File: config.mk
export PLATFORM = sky130hd
export DESIGN_NAME = regfile_arbiter
export DESIGN_NICKNAME = d
export VERILOG_FILES = /design/src/rtl/regfile_arbiter.sv
export SDC_FILE = /design/constraint.sdc
export NUM_CORES = 1
export LEC_CHECK = 0
export CAP_MARGIN = 20
export CORE_ASPECT_RATIO = 0.5
export CORE_UTILIZATION = 45
export DETAILED_ROUTE_END_ITERATION = 6
export MAX_ROUTING_LAYER = met4
export PLACE_DENSITY = 0.86
export SLEW_MARGIN = 25
export SYNTH_ARGS = -nofsm -noshare
export SYNTH_HDL_FRONTEND = slang
export SYNTH_SLANG_ARGS = --single-unit
File: constraint.sdc
create_clock -name clk -period 2.85 [get_ports clk]
set_clock_uncertainty 0.15 [all_clocks]
set_input_delay 0.285 -clock clk [delete_from_list [all_inputs] [get_ports clk]]
set_output_delay 0.285 -clock clk [all_outputs]
set_load 0.02 [all_outputs]
File: src/rtl/regfile_arbiter.sv
// Round-robin arbiter sharing one single-port register file among NREQ requesters,
// plus a bulk-clear sequencer that zeroes every word.
module regfile_arbiter #(
  parameter int Bits = 8,
  parameter int Bus  = 2,
  parameter int NREQ = 4
) (
  input  logic                 clk,
  input  logic                 reset,
  input  logic [NREQ-1:0]      req,
  input  logic [NREQ-1:0]      req_we,
  input  logic [NREQ*Bus-1:0]  req_addr,
  input  logic [NREQ*Bits-1:0] req_wdata,
  output logic [NREQ-1:0]      ack,
  output logic [Bits-1:0]      rdata,
  input  logic                 clear_start,
  output logic                 clear_done,
  output logic                 busy,
  output logic                 rf_we,
  output logic [Bus-1:0]       rf_a,
  output logic [Bits-1:0]      rf_wd,
  input  logic [Bits-1:0]      rf_rd
);
  localparam int PW    = (NREQ > 1) ? $clog2(NREQ) : 1;
  localparam int DEPTH = 2 ** Bus;

  typedef enum logic [1:0] {IDLE, ACCESS, CLEAR} state_t;

  state_t                     state, state_nxt;
  logic [PW-1:0]              ptr, win_idx, grant_idx;
  logic                       grant_vld;
  logic [NREQ-1:0]            elig;
  logic [NREQ-1:0][Bus-1:0]   addr_v;
  logic [NREQ-1:0][Bits-1:0]  wdata_v;
  logic                       lat_we;
  logic [Bus-1:0]             lat_addr;
  logic [Bits-1:0]            lat_wdata;
  logic [Bus-1:0]             cnt;
  logic                       cnt_last;

  assign addr_v   = req_addr;
  assign wdata_v  = req_wdata;
  // The requester being acked this cycle still holds req; masking it prevents a double grant.
  assign elig     = req & ~ack;
  assign cnt_last = (cnt == Bus'(DEPTH - 1));
  assign busy     = (state != IDLE);

  // Walk from the highest offset down so the offset closest to ptr wins.
  always_comb begin
    int idx;
    idx       = 0;
    grant_vld = 1'b0;
    grant_idx = '0;
    for (int k = NREQ - 1; k >= 0; k--) begin
      idx = int'(ptr) + k;
      if (idx >= NREQ) idx = idx - NREQ;
      if (elig[idx]) begin
        grant_vld = 1'b1;
        grant_idx = PW'(idx);
      end
    end
  end

  always_ff @(posedge clk or posedge reset) begin
    if (reset) state <= IDLE;
    else       state <= state_nxt;
  end

  always_comb begin
    state_nxt = state;
    case (state)
      IDLE:    if (clear_start)    state_nxt = CLEAR;
               else if (grant_vld) state_nxt = ACCESS;
      ACCESS:  state_nxt = IDLE;
      CLEAR:   if (cnt_last)       state_nxt = IDLE;
      default: state_nxt = IDLE;
    endcase
  end

  always_comb begin
    rf_we = 1'b0;
    rf_a  = '0;
    rf_wd = '0;
    case (state)
      ACCESS: begin
        rf_we = lat_we;
        rf_a  = lat_addr;
        rf_wd = lat_we ? lat_wdata : '0;
      end
      CLEAR: begin
        rf_we = 1'b1;
        rf_a  = cnt;
      end
      default: ;
    endcase
  end

  always_ff @(posedge clk or posedge reset) begin
    if (reset) begin
      ptr        <= '0;
      win_idx    <= '0;
      lat_we     <= 1'b0;
      lat_addr   <= '0;
      lat_wdata  <= '0;
      ack        <= '0;
      rdata      <= '0;
      clear_done <= 1'b0;
      cnt        <= '0;
    end else begin
      ack        <= '0;
      clear_done <= 1'b0;
      case (state)
        IDLE: if (!clear_start && grant_vld) begin
          win_idx   <= grant_idx;
          lat_we    <= req_we[grant_idx];
          lat_addr  <= addr_v[grant_idx];
          lat_wdata <= wdata_v[grant_idx];
          ptr       <= (grant_idx == PW'(NREQ - 1)) ? '0 : grant_idx + 1'b1;
        end
        ACCESS: begin
          ack          <= '0;
          ack[win_idx] <= 1'b1;
          rdata        <= rf_rd;
        end
        CLEAR: begin
          cnt        <= cnt_last ? '0 : cnt + 1'b1;
          clear_done <= cnt_last;
        end
        default: ;
      endcase
    end
  end
endmodule

==> results of run 1 <==
[stage by stage]
stage               hold WS [ns]  util (%)  cell area, sq um  power, uW
floorplan                 0.2512         -              1857       1729
global placement          0.3117     69.55              2729       2169
detailed placement        0.3208     69.55              2729       2234
CTS                       0.2829     71.52              2806       2566
global route              0.3012     71.52              2806       2730
finish                    0.2637     71.52              2806       2561
[final timing paths]
path | startpoint | end | slack, ns | cells past startpoint
setup / recovery | state[1]$_DFFE_PP0P_ | rf_a[1] | 0.21 | 5
min in group clk | lat_wdata[5]$_DFFE_PP0P_ | lat_wdata[5]$_DFFE_PP0P_ | 0.33 | 2
setup reg to reg | ptr[1]$_DFFE_PP0P_ | lat_wdata[6]$_DFFE_PP0P_ | 0.64 | 5
hold / removal | reset | state[1]$_DFFE_PP0P_ | 0.26 | 3
max in group asynchronous | reset | lat_wdata[4]$_DFFE_PP0P_ | 1.99 | 3
hold reg to reg | lat_wdata[5]$_DFFE_PP0P_ | lat_wdata[5]$_DFFE_PP0P_ | 0.33 | 2
[critical path: cells and delay by family (launching register included)]
family,cells,cell delay (ns)
AND/OR/NAND/NOR,1,0.14
flip-flops,1,0.39
AO/OA/AOI/OAI,1,0.13
adder cells (fa/ha/maj),1,0.52
buffers and inverters,2,0.73
[per-layer routing]
metal	track usage, %	routed length, um	vias to the layer above
met5	-	0	-
li1	-	-	857
met4	9.846	121	0
met3	5.873	229	12
met1	28.96	2146	854
met2	41.03	2534	54
[area by class of cell]
cell class,instances,area share (%)
flip-flops and latches,32,28.53
repair buffers,89,31.21
multi-input cells,140,34.55
clock buffers,6,2.586
well taps,54,2.407
clock inverters,1,0.1783
inverters,4,0.5350
[report_power, final]
| group | internal (uW) | leakage (uW) | switching [uW] | total [uW] |
|---|---|---|---|---|
| clock network | 166 | 0.0000410 | 159 | 325 |
| logic | 696 | 0.000787 | 706 | 1400 |
| registers | 664 | 0.000390 | 170 | 834 |
[cells by family after synthesis]
kind of cell / synth area share, %
flops: 43.13
simple gates: 19.07
fa+ha+maj: 2.696
compound gates: 19.07
mux: 11.39
buf+inv: 4.649
[sequential cells by signal (all words and copies together), names as in the netlist]
register	count
win_idx	2
lat_wdata	8
rdata	8
ptr	2
clear_done	1
state	2
cnt	2
lat_addr	2
lat_we	1
ack	4
[cells in the final DEF (no fill, tap or decap), drive strengths merged]
master	count
o22ai	2
nand2	16
mux2	9
o21ai	9
nand4	1
or3b	1
mux2i	11
nor2	9
a21oi	6
a31oi	7
nor3b	1
a22oi	2
and2	2
clkinv	1
and3b	1
a2111oi	1
clkdlybuf4s50	83
a32oi	6
a21boi	6
nor4b	1
a22o	1
o221ai	5
a211oi	1
a21o	2
dfrtp	32
buf	6
inv	4
nand2b	8
clkbuf	6
nand3b	1
o21a	2
o221a	1
and3	16
ha	4
nor2b	8
==> metrics.yaml, run 1 <==
place.gp.congestion: 0.7969
dpl.hpwl_um: 3820
netlist_instances: 188
synth_commonest_cells: "32 x dfrtp_1, 16 x and3_1, 16 x nand2_1, 11 x mux2i_1"
diodes: 0
slew_headroom_pct: 59.14
areaGrowthSynthToFinish_pct: 51.15
ctsResizeCount: 0
io_buffers: 83
required_ns: 2.41
start_util_pct: 47.32
wl_um: 5032
die_height_um: 47.42
final_nets: 335
outcome: "finished clean"
max_stage_delay_ns: 0.61
clock_path_buffers: 2
grt.overflow.total: 0
grt_pass1_vias: 1632
antenna_found_initial: 0
grt_usage_pct: 24.19
cpMaxStageDelayCell: "clkdlybuf4s50_1"
worstPathCellList: "inv_1, ha_1, a22oi_1, nor2b_1, clkdlybuf4s50_1"
finalSetupTns_ns: 0
worstMarginPinSlew_ns: 0.6129
synth.most_common_cell: "dfrtp_1"
pin_count: 84
drtIter0Drc: 102
multi_input_area_sq_um: 969.7
cts-root-buf: "clkbuf_8"
drc_errors: 0
instances_no_fill: 326
critPathMaxFanout: 16
critPathCaptureType: "primary output"
drv_slew: 0
synth_nets: 251
finalSetupViolations: 0
setup_ws_ns: 0.2133
die_width_um: 92.84
grt_pass1_wl_um: 7631
hold_buffers: 0
rsz0062_at_grt: "false"
clk_pin_slew_ns: 0.07
synth_ff_type: "dfrtp_1"
viasPerCell: 5.451
clock_latency_ns: 0.28
synthTopCellsByArea: "dfrtp_1 43%, mux2i_1 5.9%, mux2_2 5.5%, and3_1 5.4%, nand2_1 3.2%"
critPathKind: "reg2out"
synth.avg_cell_area_sq_um: 9.876
async_flop_share_pct: 100.0
numClockSinks: 32
synth-edff-count: 0
drive_gt1_share_pct: 8.088
hp-class: "in2async"
coreArea_sq_um: 3924
yosysWarnings: 0
fmax_mhz: 379.3
grt_max_degree: 33
drtPass1Iterations: 5
post-place-ws_ns: 0.4373
die-area_sq_um: 4402
route.detailed.wl_per_inst_um: 15.44
power_density_nw_per_um2: 912.5
p_leak_uw: 0.001217
postCtsSetupRepairBufs: 0
register_area_sq_um: 800.8
synth_seq_area_share_pct: 43.13
ir_drop_mv: 0.5794
cts_tree: "done"
startpoint_type: "register"
yosys.area.top_type: "dfrtp_1"
fill_cells: 305
synth_area_sq_um: 1857
drtAntennaViolNets: 0
drv_cap: 0
htree_levels: 2
fin_crit_sh_pct: 92.51
core.rowCount: 16
period_needed_ns: 2.637
yosys_register_bits: 32
hold_viol: 0
vias: 1777
cts_made_buffers: 5
crit_arrival_ns: 2.20
yosysTopAreaCellShare_pct: 43.13
dp.cells: 319
ys_types: 36
(Power assumes the default switching activity.)
==> inputs of run 2 (changes only) <==
- CORE_UTILIZATION: 45 -> 50
- DONT_BUFFER_PORTS: default -> 1
- PLACE_DENSITY: 0.86 -> default
==> metrics.yaml, run 2 (synthesized netlist as in run 1, its figures left out) <==
drtIter0Drc: 92
antenna_found_initial: 0
required_ns: 2.84
grt.overflow.total: 0
worstPathCellList: "or3b_1, a31oi_1, and2_1, mux2i_1, o221ai_1"
fin_crit_sh_pct: 83.86
wl_um: 4300
vias: 1439
grt_usage_pct: 22.98
period_needed_ns: 2.390
place.gp.congestion: 0.8403
clock_latency_ns: 0.27
hold_viol: 0
pin_count: 84
htree_levels: 2
cts-root-buf: "clkbuf_8"
drtAntennaViolNets: 0
drv_slew: 0
critPathCaptureType: "register"
coreArea_sq_um: 3491
cpMaxStageDelayCell: "and2_1"
drive_gt1_share_pct: 11.52
crit_buf_inv: 0
ir_drop_mv: 0.4093
startpoint_type: "register"
max_stage_delay_ns: 0.56
grt_max_degree: 22
ctsResizeCount: 0
die_width_um: 88.18
critPathTopFamily: "simple AND/OR/NAND/NOR gates"
worst_hold_slack_ns: 0.01213
grt_pass1_vias: 1272
reg_top3: "lat_wdata x8, rdata x8, ack x4"
critPathKind: "reg2reg"
drtPass1Iterations: 4
fmax_mhz: 418.4
p_leak_uw: 0.0009174
start_util_pct: 53.19
critPathMaxFanout: 12
dpl.hpwl_um: 3118
crit_arrival_ns: 2.38
final_nets: 254
grt_pass1_wl_um: 6368
hp-class: "in2reg"
finalSetupViolations: 0
outcome: "finished clean"
power_density_nw_per_um2: 1129
layout_common_cells: "32 x dfrtp_1, 16 x nand2_1, 16 x and3_1, 11 x mux2i_1"
io_buffers: 0
slew_headroom_pct: 44.08
finalSetupTns_ns: 0
core.rowCount: 15
route.detailed.wl_per_inst_um: 17.77
viasPerCell: 5.946
die-area_sq_um: 3976
areaGrowthSynthToFinish_pct: 8.423
drc_errors: 0
layout_commonest_cell: "dfrtp_1"
rsz0062_at_grt: "false"
drv_cap: 0
fill_cells: 324
diodes: 0
cts_made_buffers: 5
cts_tree: "done"
die_height_um: 45.09
clk_pin_slew_ns: 0.06
numClockSinks: 32
clock_path_buffers: 2
worstMarginPinSlew_ns: 0.8379
==> run 2: cell types whose count changed in the layout (fill, tap and decap cells not counted) <==
cell,change
clkdlybuf4s50_1,-83
dlygate4sd3_1,+3
clkbuf_8,+2
buf_4,-1
clkbuf_1,-1
clkinv_2,-1
==> run 2: path summary, 6_finish.rpt <==
| check | startpoint | depth (start not counted) | to | slack (ns) |
|---|---|---|---|---|
| min | rf_rd[3] | 1 | rdata[3]$_DFFE_PP0P_ | 0.01 |
| max in group asynchronous | reset | 3 | state[1]$_DFFE_PP0P_ | 1.40 |
| min reg2reg | lat_wdata[6]$_DFFE_PP0P_ | 2 | lat_wdata[6]$_DFFE_PP0P_ | 0.33 |
| max | ptr[1]$_DFFE_PP0P_ | 5 | lat_we$_DFFE_PP0P_ | 0.46 |
| min in group asynchronous | reset | 2 | clear_done$_DFF_PP0_ | 0.47 |
| max reg2reg | ptr[1]$_DFFE_PP0P_ | 5 | lat_we$_DFFE_PP0P_ | 0.46 |
==> run 2: per-layer routing <==
| metal | wire length, um | GRT usage [%] | part of all wire, % | up-vias |
|---|---|---|---|---|
| li1 | - | - | - | 700 |
| met1 | 1974 | 31.33 | 46 | 668 |
| met2 | 1957 | 34.15 | 46 | 69 |
| met3 | 359 | 7.313 | 8.3 | 2 |
| met4 | 8 | 3.871 | 0.19 | 0 |
| met5 | 0 | - | 0 | - |
==> run 2: through the flow <==
stage | std cells | util, % | worst slack, ns | cell area, sq um | total power [uW]
3_3_place_gp | 232 | 54.05 | 0.5457 | 1887 | 1881
4_1_cts | 240 | 57.10 | 0.4777 | 1993 | 2280
5_1_grt | 242 | 57.67 | 0.3051 | 2013 | 2450
2_1_floorplan | 188 | - | 0.8475 | 1857 | 1729
3_5_place_dp | 232 | 54.05 | 0.4943 | 1887 | 1906
6_report | 242 | 57.67 | 0.4600 | 2013 | 2273
==> run 2: worst register-to-register path, cell delays in order (launching register included) <==
cell and delay (ns):
dfrtp_1 0.50, or3b_1 0.42, a31oi_1 0.21, and2_1 0.56
mux2i_1 0.27, o221ai_1 0.15
==> run 2: cell type report <==
type | instances | area [sq um] | share of cell area [%]
Clock buffer | 7 | 96.34 | 4.786
Inverter | 4 | 15.01 | 0.7458
Multi-Input combinational cell | 140 | 969.7 | 48.17
Sequential cell | 32 | 800.8 | 39.78
Tap cell | 51 | 63.81 | 3.170
Timing Repair Buffer | 8 | 67.56 | 3.356
==> run 2: power breakdown <==
| group | leakage [uW] | total [uW] | internal (uW) | switching (uW) |
|---|---|---|---|---|
| Clock | 0.0000503 | 365 | 215 | 151 |
| Combinational | 0.000477 | 976 | 422 | 553 |
| Sequential | 0.000390 | 932 | 664 | 268 |
| Total | 0.000917 | 2270 | 1300 | 972 |
==> run 2: timing repair <==
item                                    CTS  global route
hold buffers                              1             2
endpoints found under the hold margin    20             2
buffers inserted                          0             0
endpoints found under the setup margin    0             0
